$ cat src/rtl/core_pkg.sv
// Shared definitions for the multi-cycle RV32I core: fetch FSM state type and
// the fetch-stage constants.
package core_pkg;

    typedef enum logic [1:0] {
        IDLE = 2'd0,
        REQ  = 2'd1,
        WAIT = 2'd2,
        HOLD = 2'd3
    } fetch_state_t;

    localparam logic [31:0] NOP_INSTR        = 32'h0000_0013;  // addi x0,x0,0
    localparam logic [31:0] RESET_PC_DEFAULT = 32'h0000_0000;
    localparam logic [31:0] PC_STEP          = 32'd4;

endpackage

$ cat src/rtl/fetch_unit_if.sv
// Bus bundle around the fetch stage: instruction memory request/response,
// decode handshake and the execute redirect.
interface fetch_unit_if;
    logic        imem_req_valid;
    logic [31:0] imem_req_addr;
    logic        imem_req_ready;
    logic        imem_rsp_valid;
    logic [31:0] imem_rsp_data;
    logic        instr_valid;
    logic [31:0] instr;
    logic [31:0] instr_pc;
    logic        instr_ready;
    logic        redirect_valid;
    logic [31:0] redirect_pc;

    // Fetch stage side.
    modport master (
        output imem_req_valid, imem_req_addr, instr_valid, instr, instr_pc,
        input  imem_req_ready, imem_rsp_valid, imem_rsp_data, instr_ready,
               redirect_valid, redirect_pc
    );

    // Environment side: memory, decode and execute.
    modport slave (
        input  imem_req_valid, imem_req_addr, instr_valid, instr, instr_pc,
        output imem_req_ready, imem_rsp_valid, imem_rsp_data, instr_ready,
               redirect_valid, redirect_pc
    );

    // Passive observer for protocol checking.
    modport mon (
        input imem_req_valid, imem_req_addr, instr_valid, instr, instr_pc,
              imem_req_ready, imem_rsp_valid, imem_rsp_data, instr_ready,
              redirect_valid, redirect_pc
    );
endinterface

$ cat src/rtl/fetch_unit_adder.sv
// Plain modulo-2^W adder shared by the core datapath.
module adder #(
    parameter int W = 32
) (
    input  logic [W-1:0] i_a,
    input  logic [W-1:0] i_b,
    output logic [W-1:0] o_sum
);

    assign o_sum = i_a + i_b;

endmodule

$ cat src/rtl/fetch_unit.sv
// Instruction fetch stage: owns the PC, issues one word request at a time,
// captures the returned word and presents it to decode; execute may resteer.
module fetch_unit
    import core_pkg::*;
#(
    parameter logic [31:0] RESET_PC  = RESET_PC_DEFAULT,
    parameter logic [31:0] NOP_INSTR = core_pkg::NOP_INSTR
) (
    input  logic         clk,
    input  logic         rst_n,
    fetch_unit_if.master bus
);

    fetch_state_t r_state;
    fetch_state_t w_state_nxt;
    logic [31:0]  r_pc;
    logic [31:0]  w_pc_nxt;
    logic         r_drop;
    logic         w_drop_nxt;
    logic [31:0]  r_instr;
    logic [31:0]  w_instr_nxt;
    logic [31:0]  r_instr_pc;
    logic [31:0]  w_instr_pc_nxt;
    logic [31:0]  w_pc_plus4;
    logic [31:0]  w_redirect_pc;
    logic         w_handshake;

    adder #(.W(32)) u_pc_adder (
        .i_a   (r_pc),
        .i_b   (PC_STEP),
        .o_sum (w_pc_plus4)
    );

    assign w_redirect_pc = bus.redirect_pc & ~32'd3;
    assign w_handshake   = (r_state == REQ) && bus.imem_req_ready;

    // Next-state and datapath update rules for the fetch FSM.
    always_comb begin
        w_state_nxt    = r_state;
        w_pc_nxt       = r_pc;
        w_drop_nxt     = r_drop;
        w_instr_nxt    = r_instr;
        w_instr_pc_nxt = r_instr_pc;
        case (r_state)
            IDLE: begin
                w_state_nxt = REQ;
            end
            REQ: begin
                if (bus.redirect_valid) begin
                    w_pc_nxt = w_redirect_pc;
                end else begin
                    w_pc_nxt = r_pc;
                end
                if (w_handshake) begin
                    // A redirect racing the accept kills the accepted fetch.
                    w_state_nxt = WAIT;
                    w_drop_nxt  = bus.redirect_valid;
                end else begin
                    w_state_nxt = REQ;
                end
            end
            WAIT: begin
                if (bus.imem_rsp_valid) begin
                    if (bus.redirect_valid) begin
                        w_pc_nxt    = w_redirect_pc;
                        w_drop_nxt  = 1'b0;
                        w_state_nxt = REQ;
                    end else if (r_drop) begin
                        // pc already holds the redirect target.
                        w_drop_nxt  = 1'b0;
                        w_state_nxt = REQ;
                    end else begin
                        w_instr_nxt    = bus.imem_rsp_data;
                        w_instr_pc_nxt = r_pc;
                        w_pc_nxt       = w_pc_plus4;
                        w_state_nxt    = HOLD;
                    end
                end else if (bus.redirect_valid) begin
                    w_pc_nxt   = w_redirect_pc;
                    w_drop_nxt = 1'b1;
                end else begin
                    w_state_nxt = WAIT;
                end
            end
            HOLD: begin
                if (bus.redirect_valid) begin
                    w_pc_nxt    = w_redirect_pc;
                    w_state_nxt = REQ;
                end else if (bus.instr_ready) begin
                    w_state_nxt = REQ;
                end else begin
                    w_state_nxt = HOLD;
                end
            end
            default: begin
                w_state_nxt = IDLE;
            end
        endcase
    end

    // State, PC and instruction register update.
    always_ff @(posedge clk or negedge rst_n) begin
        if (!rst_n) begin
            r_state    <= IDLE;
            r_pc       <= RESET_PC;
            r_drop     <= 1'b0;
            r_instr    <= NOP_INSTR;
            r_instr_pc <= RESET_PC;
        end else begin
            r_state    <= w_state_nxt;
            r_pc       <= w_pc_nxt;
            r_drop     <= w_drop_nxt;
            r_instr    <= w_instr_nxt;
            r_instr_pc <= w_instr_pc_nxt;
        end
    end

    assign bus.imem_req_valid = (r_state == REQ);
    assign bus.imem_req_addr  = r_pc;
    assign bus.instr_valid    = (r_state == HOLD);
    assign bus.instr          = r_instr;
    assign bus.instr_pc       = r_instr_pc;

endmodule

$ cat src/flat_wrapper.sv
// flat-port wrapper written by rule: the top's interface ports become plain ports
module fetch_unit_flat import core_pkg::*;
#(
    parameter logic [31:0] RESET_PC  = RESET_PC_DEFAULT,
    parameter logic [31:0] NOP_INSTR = core_pkg::NOP_INSTR
)
  (clk, rst_n, bus_imem_req_valid, bus_imem_req_addr, bus_instr_valid, bus_instr, bus_instr_pc, bus_imem_req_ready, bus_imem_rsp_valid, bus_imem_rsp_data, bus_instr_ready, bus_redirect_valid, bus_redirect_pc);
  fetch_unit_if bus_i ();
  input  logic clk;
  input  logic rst_n;
  output wire logic [$bits(bus_i.imem_req_valid)-1:0] bus_imem_req_valid;
  output wire logic [$bits(bus_i.imem_req_addr)-1:0] bus_imem_req_addr;
  output wire logic [$bits(bus_i.instr_valid)-1:0] bus_instr_valid;
  output wire logic [$bits(bus_i.instr)-1:0] bus_instr;
  output wire logic [$bits(bus_i.instr_pc)-1:0] bus_instr_pc;
  input wire logic [$bits(bus_i.imem_req_ready)-1:0] bus_imem_req_ready;
  input wire logic [$bits(bus_i.imem_rsp_valid)-1:0] bus_imem_rsp_valid;
  input wire logic [$bits(bus_i.imem_rsp_data)-1:0] bus_imem_rsp_data;
  input wire logic [$bits(bus_i.instr_ready)-1:0] bus_instr_ready;
  input wire logic [$bits(bus_i.redirect_valid)-1:0] bus_redirect_valid;
  input wire logic [$bits(bus_i.redirect_pc)-1:0] bus_redirect_pc;
  assign bus_imem_req_valid = bus_i.imem_req_valid;
  assign bus_imem_req_addr = bus_i.imem_req_addr;
  assign bus_instr_valid = bus_i.instr_valid;
  assign bus_instr = bus_i.instr;
  assign bus_instr_pc = bus_i.instr_pc;
  assign bus_i.imem_req_ready = bus_imem_req_ready;
  assign bus_i.imem_rsp_valid = bus_imem_rsp_valid;
  assign bus_i.imem_rsp_data = bus_imem_rsp_data;
  assign bus_i.instr_ready = bus_instr_ready;
  assign bus_i.redirect_valid = bus_redirect_valid;
  assign bus_i.redirect_pc = bus_redirect_pc;
  fetch_unit #(.RESET_PC(RESET_PC), .NOP_INSTR(NOP_INSTR)) u_core (.clk(clk), .rst_n(rst_n), .bus(bus_i));
endmodule
$ cat config.mk
export PLATFORM = sky130hd
export DESIGN_NAME = fetch_unit_flat
export DESIGN_NICKNAME = d
export VERILOG_FILES = /design/src/rtl/core_pkg.sv /design/src/rtl/fetch_unit_if.sv /design/src/rtl/fetch_unit_adder.sv /design/src/rtl/fetch_unit.sv /design/src/flat_wrapper.sv
export SDC_FILE = /design/constraint.sdc
export NUM_CORES = 1
export LEC_CHECK = 0
export BUFFER_PORTS_ARGS = -buffer_cell sky130_fd_sc_hd__buf_2
export CAP_MARGIN = 10
export CORE_AREA = 5 5 131 133
export CTS_CLUSTER_SIZE = 24
export DETAILED_ROUTE_END_ITERATION = 7
export DIE_AREA = 0 0 136 138
export SLEW_MARGIN = 20
export SYNTH_ARGS = -nofsm -noshare
export SYNTH_HDL_FRONTEND = slang
export SYNTH_SLANG_ARGS = --single-unit
$ cat constraint.sdc
create_clock -name clk -period 4.2 [get_ports clk]
set_input_delay 0 -clock clk [delete_from_list [all_inputs] [get_ports clk]]
set_output_delay 0 -clock clk [all_outputs]
set_load 0.02 [all_outputs]
# After elaboration in Yosys (flattened, before gate mapping)
# Index checks and enable logic that the tools add are counted.
dict set report totals {
  inputBits 70
  ff_bits 99
  output_inout_bits 98
}
dict set report classes {
  n_mux 17
  eq_ne 7
  reduce_logical 8
  n_addsub 1
  bitwise_logic 2
}
# operator n
set ops {}
lappend ops {{$mux 32} 4}
lappend ops {{$pmux 32 s2} 1}
lappend ops {{$add 32x3->32 const B} 1}
lappend ops {{$mux 2} 7}
lappend ops {{$pmux 2 s4} 1}
lappend ops {{$ne 3x3->1 const B} 2}
lappend ops {{$eq 2x2->1 const B} 2}
lappend ops {{$ne 4x4->1 const B} 1}
lappend ops {{$reduce_and 4->1} 1}
lappend ops {{$reduce_bool 2->1} 2}
lappend ops {{$mux 1} 3}
lappend ops {{$reduce_and 3->1} 1}
lappend ops {{$eq 2x1->1 const B} 1}
lappend ops {{$logic_not 2->1} 1}
lappend ops {{$ne 2x1->1 const B} 1}
lappend ops {{$not 1->1} 2}
lappend ops {{$pmux 1 s2} 1}
lappend ops {{$reduce_and 2->1} 1}
lappend ops {{$reduce_or 2->1} 1}
lappend ops {{$logic_and 1x1->1} 1}

# Longest topological paths before layout
# Gate-level depths: netlist (run 1).
dict set report depth {
  word_depth 5
  ltp_mapped 7
  ltp_nobuf 6
}

# By module
# Synthesis (run 1) repeated with hierarchy kept, for this count alone.
dict set report unflattened {
  cells_unflattened 523
  area_unflattened_um2 6062.1
}
# mod seq_area_each_um2 area_per_inst_um2 instances cells_each
set by_module_without_submodules {}
lappend by_module_without_submodules {fetch_unit 2481.1 4317.9 1 282}
lappend by_module_without_submodules {adder 0.0 1744.2 1 241}

# Worst setup path after synthesis (run 1)
# OpenSTA, ideal clock, no wires.
dict set report synth_timing {
  kind {register to register}
  start {register u_core.r_pc[2] (netlist: u_core.bus.imem_req_addr[2])}
  end {register u_core.r_pc[30] (netlist: u_core.bus.imem_req_addr[30])}
  setup_ps 69
  path_buffers 0
  stages_incl_launch_ff 7
  setup_slack_ps 2261
  period_less_slack_ps 1939
  t_arrival_ps 1870
  cell_sequence {dfrtp_1 ha_1 inv_1 nor4_1 nand4_1 or4_1 nand3_1}
}
dict set report synth_between {
  elab_chain_cells 5
}
# item line_no
set synth_rtl {}
lappend synth_rtl {{start, declared} fetch_unit.sv:16} ;# logic [31:0] r_pc;
lappend synth_rtl {{start signal, assigned} fetch_unit.sv:111} ;# r_pc <= w_pc_nxt;
lappend synth_rtl {{$add 32x3->32} fetch_unit_adder.sv:10} ;# assign o_sum = i_a + i_b;
lappend synth_rtl {{$mux 32} fetch_unit.sv:68} ;# end else if (r_drop) begin
lappend synth_rtl {{$mux 32} fetch_unit.sv:64} ;# if (bus.redirect_valid) begin
lappend synth_rtl {{$mux 32} fetch_unit.sv:63} ;# if (bus.imem_rsp_valid) begin
lappend synth_rtl {{$pmux 32 s2} fetch_unit.sv:44} ;# case (r_state)
# Every way passes these cells. The select of a mux whose other input is x is not followed.
# A chain may end at the register's enable or synchronous reset.

# Worst setup path in the final report (run 1)
dict set report layout_timing {
  start {register u_core.r_state[0]}
  end {register u_core.r_pc[31] (netlist: u_core.bus.imem_req_addr[31])}
}
dict set report layout_between {
  elab_chain_cells 4
  word_cells_on_any_way 8
  cone_classes {eq/ne (4); mux (1); reduce/logical (3)}
}
# item line_no
set layout_rtl {}
lappend layout_rtl {{start, declared} fetch_unit.sv:14} ;# fetch_state_t r_state;
lappend layout_rtl {{start signal, assigned} fetch_unit.sv:110} ;# r_state <= w_state_nxt;
lappend layout_rtl {{$eq 2x1->1 or $eq 2x2->1 (tied branches)} fetch_unit.sv:44}
lappend layout_rtl {{$reduce_or 2->1 (no source line)} -}
lappend layout_rtl {{$reduce_bool 2->1 (no source line)} -}
lappend layout_rtl {{$reduce_and 2->1 (no source line)} -}
# Parallel ways exist; a longest one is shown, timed or not.

==> results of run 1 <==
[metal layers]
metal	wire (µm)	share of wire, %	track usage, %
met1	6080	44	18.9
met2	6790	49	25.1
met3	791	5.7	3.12
met4	218	1.6	5.31
met5	0	0	0
[registers in the layout (all words and copies together), names as in the netlist]
name / cells
u_core.bus.instr_pc: 32
u_core.bus.imem_req_addr: 32
u_core.r_drop: 1
u_core.bus.instr: 32
u_core.r_state: 2
[final timing paths]
check	slack, ps	cells past startpoint	endpoint
setup reg to reg	1720	5	u_core.bus.imem_req_addr[31]$_DFFE_PN0P_
hold / removal	30	4	u_core.bus.imem_req_addr[23]$_DFFE_PN0P_
hold reg to reg	500	2	u_core.bus.instr_pc[20]$_DFFE_PN0P_
setup / recovery	1720	5	u_core.bus.imem_req_addr[31]$_DFFE_PN0P_
max in group asynchronous	2880	3	u_core.bus.imem_req_addr[12]$_DFFE_PN0P_
min in group asynchronous	270	2	u_core.bus.instr[7]$_DFFE_PN0P_
[cells by family (layout without fill, tap and decap cells)]
| logic type | count (synthesis) | in the layout | share of synthesized area [%] |
|---|---|---|---|
| multiplexers | 74 | 74 | 17.7 |
| flip-flops | 99 | 99 | 53.5 |
| adder cells (fa/ha/maj) | 1 | 1 | 0.270 |
| AO/OA/AOI/OAI | 76 | 76 | 10.1 |
| buffers and inverters | 30 | 251 | 2.97 |
| AND/OR/NAND/NOR | 122 | 122 | 15.5 |
[where the power goes]
| part | internal, mW | total, mW | switching, mW |
|---|---|---|---|
| sequential | 1.35 | 1.79 | 0.440 |
| clock | 0.554 | 0.915 | 0.361 |
| combinational | 0.753 | 1.87 | 1.11 |
| total | 2.66 | 4.57 | 1.91 |
[area by class of cell]
| class | count | area [µm²] |
|---|---|---|
| well taps | 216 | 270 |
| repair buffers | 230 | 1470 |
| multi-input cells | 273 | 2040 |
| fillers | 1507 | 9110 |
| inverters | 5 | 18.8 |
| clock buffers | 12 | 256 |
| flip-flops and latches | 99 | 2480 |
| clock inverters | 4 | 72.6 |
[cells in the mapped netlist (all sizes together), types with 4 or more instances]
cell     n  area [µm²]
nor3     4        20.0
dfrtp   96        2400
o21ai   15        75.1
mux2i   12         120
clkbuf  14        62.6
or4      5        37.5
nand3   26         130
buf     11        56.3
and3     6        38.8
nor4     5        50.1
o22ai   17         106
a21oi   25         125
nand2   29         109
mux2    62         698
and2     4        25.0
nor2    16        60.1
nand4   13         111
inv      5        18.8
[worst register-to-register path, cell delays in order (launching register included)]
cell and delay [ps]:
dfrtp_1 590, nand4bb_1 210, o21a_1 770, nand2_1 220
or4_1 530, nand3_1 100
[through the flow]
| stage | std cells | area, µm² | power [mW] | worst slack, ps | utilization, % |
|---|---|---|---|---|---|
| floorplan | 402 | 4640 | 2.93 | 2260 | - |
| global placement | 761 | 5650 | 3.58 | 1840 | 36.0 |
| detailed placement | 761 | 5650 | 3.65 | 1760 | 36.0 |
| CTS | 839 | 6600 | 4.63 | 1750 | 42.0 |
| global route | 839 | 6610 | 4.87 | 1500 | 42.0 |
| finish | 839 | 6610 | 4.57 | 1720 | 42.0 |
[what timing repair did]
action / CTS / global route
hold buffers: 62 / 0
hold endpoints to repair: 116 / 0
gates resized for setup: 0 / 0
==> results.toml, run 1 <==
[critical_path]
critPathKind = "reg -> reg"
path_cells = "nand4bb_1 > o21a_1 > nand2_1 > or4_1 > nand3_1"
slowest_delay_ps = 770
worst-path-buf-inv = 0
cp_slowest_cell = "o21a_1"
path_max_fanout = 27
crit_start = "u_core.r_state[0]$_DFFE_PN0P_"
arrival_ps = 2760
end_kind = "flop"
startpoint_type = "flop"
r2r-start = "u_core.r_state[0]$_DFFE_PN0P_"
path_delay_family = "simple AND/OR/NAND/NOR gates"
worstPathRequired_ps = 4480

[timing]
clock_skew_ps = 8.48
slew_viol_final = 0
relSlewSlack_pct = 36.5
hold_viol = 0
setup-violations-final = 0
finalCritPeriodShare_pct = 59.0
worstMarginPinSlew_ps = 952
tns_ps = 0
post-route-min-period_ps = 2480
max_freq_mhz = 403
fin_hold_ws_ps = 26.4
rsz0062_at_grt = "no"

[synth]
synthArstFlopShare_pct = 100
ys_seq_area_share_pct = 53.5
yosys_warnings = 0
synth_cells = 402
syn_avg_cell_area_um2 = 11.5
synth_seq_cells = 99
synthFlopType = "dfrtp_1"
syn_area_um2 = 4640
ys_types = 50
synth_edf_count = 0
synth_nets = 473

[routing]
drc = 0
avgViaCountPerCell = 4.80
antenna_left = 0
drt_wl_total_um = 13900
first_iter_violations = 198
dr_total_vias = 4027
avgRoutedWirePerCell_um = 16.5
drt_pass1_iterations = 4

[global_routing]
antenna_found_initial = 0
gr-total-overflow = 0
track_usage_pct = 14.9
grt_pass1_wl_um = 22300
grt_start_max_net_pins = 67
grt_pass1_vias = 4262

[final_layout]
layout_common_cells = "164 x buf_2, 96 x dfrtp_1, 62 x mux2_2, 62 x dlygate4sd3_1, 28 x nand2_1"
antennaDiodeCount = 0
area_delta_synth_final_pct = 42.5
layout_commonest_cell = "buf_2"
layout-drive-gt1-share_pct = 41.9
nNetsFinal = 689

[outcome]
status = "completed"

[clock_network]
cts-root-buf = "clkbuf_16"
worst_skew_pair.late_latency_ps = 340
clkSinkCount = 99
clk_pin_slew_ps = 70
clk_path_buf_depth = 2
cts-htree-levels = 3
post_cts_buffers = 0
cts_buffers = 9
cts_tree = "built"

[floorplan]
num_rows = 46
die_h_um = 138
dieArea_um2 = 18800
design.core.area_um2 = 15700
dieWidth_um = 136
start_util_pct = 29.5
io_pins = 168

[pwr]
power_density_nw_per_um2 = 692
irDropWorstVdd_v = 0.000298
p_leak_nw = 3.25

[min_path]
hp-class = "in -> reg"
worstHoldStart = "bus_redirect_pc[23]"

[flow_run]
drv_cap = 0

[placed_design]
gp_congestion = 0.771
io_buffers = 165
hpwl_um = 9620
Note: power is estimated with default switching activity, not from simulation.
==> run 2: changes to the inputs <==
--- a/config.mk
+++ b/config.mk
@@ -5,12 +5,13 @@
 export SDC_FILE = /design/constraint.sdc
 export NUM_CORES = 1
 export LEC_CHECK = 0
+export ABC_AREA = 1
 export BUFFER_PORTS_ARGS = -buffer_cell sky130_fd_sc_hd__buf_2
 export CAP_MARGIN = 10
-export CORE_AREA = 5 5 131 133
+export CORE_AREA = 5 5 135 137
 export CTS_CLUSTER_SIZE = 24
 export DETAILED_ROUTE_END_ITERATION = 7
-export DIE_AREA = 0 0 136 138
+export DIE_AREA = 0 0 140 142
 export SLEW_MARGIN = 20
 export SYNTH_ARGS = -nofsm -noshare
 export SYNTH_HDL_FRONTEND = slang
==> constraint.sdc (replaced) <==
create_clock -name clk -period 2.55 [get_ports clk]
set_input_delay 0 -clock clk [delete_from_list [all_inputs] [get_ports clk]]
set_output_delay 0 -clock clk [all_outputs]
set_load 0.02 [all_outputs]
==> results.toml, run 2 <==
[outcome]
status = "completed"

[final_layout]
nNetsFinal = 863
layout_commonest_cell = "nand2_1"
layout_common_cells = "167 x nand2_1, 164 x buf_2, 96 x dfrtp_1"
final_cells = 1022
layout-drive-gt1-share_pct = 30.4
area_delta_synth_final_pct = 35.7
stdcell_area_um2 = 6700
antennaDiodeCount = 0

[timing]
max_freq_mhz = 521
finalCritPeriodShare_pct = 75.3
relSlewSlack_pct = 52.5
setup-violations-final = 0
worst_slack_ps = 631
slew_viol_final = 0
tns_ps = 0
post-route-min-period_ps = 1920
hold_viol = 0
worstMarginPinSlew_ps = 712
rsz0062_at_grt = "no"
clock_skew_ps = 11.1

[clock_network]
cts_buffers = 9
cts_resized = 0
clkSinkCount = 99
holdBufCountCts = 43
cts-htree-levels = 3
cts-root-buf = "clkbuf_16"
worst_skew_pair.late_latency_ps = 350
clk_pin_slew_ps = 70
cts_tree = "built"
clk_path_buf_depth = 2
post_cts_buffers = 0

[floorplan]
io_pins = 168
die_h_um = 142
start_util_pct = 29.1
design.core.area_um2 = 16900
dieWidth_um = 140
dieArea_um2 = 19900
num_rows = 48

[min_path]
hp-class = "in -> reg"
worstHoldStart = "bus_redirect_pc[6]"

[routing]
avgRoutedWirePerCell_um = 14.8
drt_pass1_iterations = 4
dr_total_vias = 4670
antenna_left = 0
avgViaCountPerCell = 4.57
drt_wl_total_um = 15200
first_iter_violations = 305
drc = 0

[placed_design]
dp_slack_ps = 598
dp.cells = 963
placed_cell_area_um2 = 5990
io_buffers = 165
hpwl_um = 11000
gp_congestion = 0.821

[synth]
ys_types = 36
yosys.area.top_type_share_pct = 48.7
synth_nets = 656
yosysMostFrequentCell = "nand2_1"
syn_area_um2 = 4930
synth_seq_cells = 99
synth_cells = 585
synth_area_leader_cell = "dfrtp_1"
yosys_warnings = 0
yosys-top-cells-count = "167 x nand2_1, 96 x dfrtp_1, 60 x inv_1, 60 x o21ai_0, 37 x nor2_1"
ys_seq_area_share_pct = 50.3
synthFlopType = "dfrtp_1"
syn_avg_cell_area_um2 = 8.43
synth_edf_count = 0
synth_area_leaders = "dfrtp_1 49%, nand2_1 13%, mux2_2 7.5%"
synthArstFlopShare_pct = 100

[critical_path]
path_max_fanout = 44
arrival_ps = 2130
end_kind = "flop"
crit_start = "u_core.r_state[0]$_DFFE_PN0P_"
r2r-start = "u_core.r_state[0]$_DFFE_PN0P_"
worstPathRequired_ps = 2760
startpoint_type = "flop"
critPathKind = "reg -> reg"

[pwr]
power_density_nw_per_um2 = 1140
p_leak_nw = 3.52
power_mw = 7.66
irDropWorstVdd_v = 0.000428

[global_routing]
track_usage_pct = 15.2
gr-total-overflow = 0
antenna_found_initial = 0
grt_pass1_vias = 4589
grt_pass1_wl_um = 24100
grt_start_max_net_pins = 53

[flow_run]
drv_cap = 0
[run 2: changes by cell type after synthesis, sizes merged, moves of 7 or more]
cell / change
mux2: -29
nor2: +28
inv: +59
nand2: +142
o21ai: +58
nand3: +7
o22ai: -12
nand4: -7
a21oi: -8
clkbuf: -9
mux2i: -12
[run 2: area by class of cell]
| cell class | instances | area (µm²) |
|---|---|---|
| fill | 1773 | 10200 |
| sequential | 99 | 2480 |
| multi-input combinational | 400 | 2080 |
| timing repair buffer | 218 | 1330 |
| tap | 225 | 282 |
| clock buffer | 14 | 264 |
| inverter | 64 | 240 |
| clock inverter | 2 | 10.0 |
[run 2: final timing paths]
check	cells past startpoint	slack, ps	end
max reg2reg	6	630	u_core.bus.instr_pc[24]$_DFFE_PN0P_
min reg2reg	2	480	u_core.bus.instr_pc[15]$_DFFE_PN0P_
min in group asynchronous	2	260	u_core.bus.instr[3]$_DFFE_PN0P_
max	6	630	u_core.bus.instr_pc[24]$_DFFE_PN0P_
min	3	20	u_core.bus.imem_req_addr[6]$_DFFE_PN0P_
max in group asynchronous	3	1460	u_core.bus.instr_pc[15]$_DFFE_PN0P_
[run 2: layer usage]
| metal | track usage, % | part of all wire [%] | routed length (µm) | vias to the layer above |
|---|---|---|---|---|
| li1 | - | - | - | 2316 |
| met1 | 20.6 | 47 | 7090 | 2181 |
| met2 | 24.2 | 46 | 6930 | 156 |
| met3 | 2.69 | 5.9 | 901 | 17 |
| met4 | 6.12 | 1.7 | 254 | 0 |
| met5 | 0 | 0 | 0 | - |
[run 2: cells by family (layout without fill, tap and decap cells)]
| group | Yosys count | in the layout | share of synthesized area (%) |
|---|---|---|---|
| AOI/OAI and AO/OA | 102 | 102 | 11.1 |
| xor gates and xnor gates | 1 | 1 | 0.178 |
| adders and majority gates | 1 | 1 | 0.254 |
| buffers and inverters | 86 | 298 | 7.56 |
| DFF | 99 | 99 | 50.3 |
| muxes | 33 | 33 | 7.53 |
| and+or+nand+nor | 263 | 263 | 23.1 |
[run 2: power by group]
part           switching (mW)  internal (mW)  leakage, nW
clock                   0.576          0.714        0.137
sequential              0.558           2.29         1.24
combinational            2.33           1.19         2.14
[run 2: worst max-delay path: stages (launching register included)]
cell	delay, ps
dfrtp_1	480
inv_2	100
nand2_4	190
nor2_2	80
nand2_4	410
buf_4	390
o21ai_0	130
[run 2: per-stage QoR]
stage / util, % / hold slack, ps
6_report: 39.5 / 15.6
5_1_grt: 39.5 / 47.9
4_1_cts: 39.5 / 2.31
3_5_place_dp: 35.4 / 104
3_3_place_gp: 35.4 / 102
2_1_floorplan: - / -296
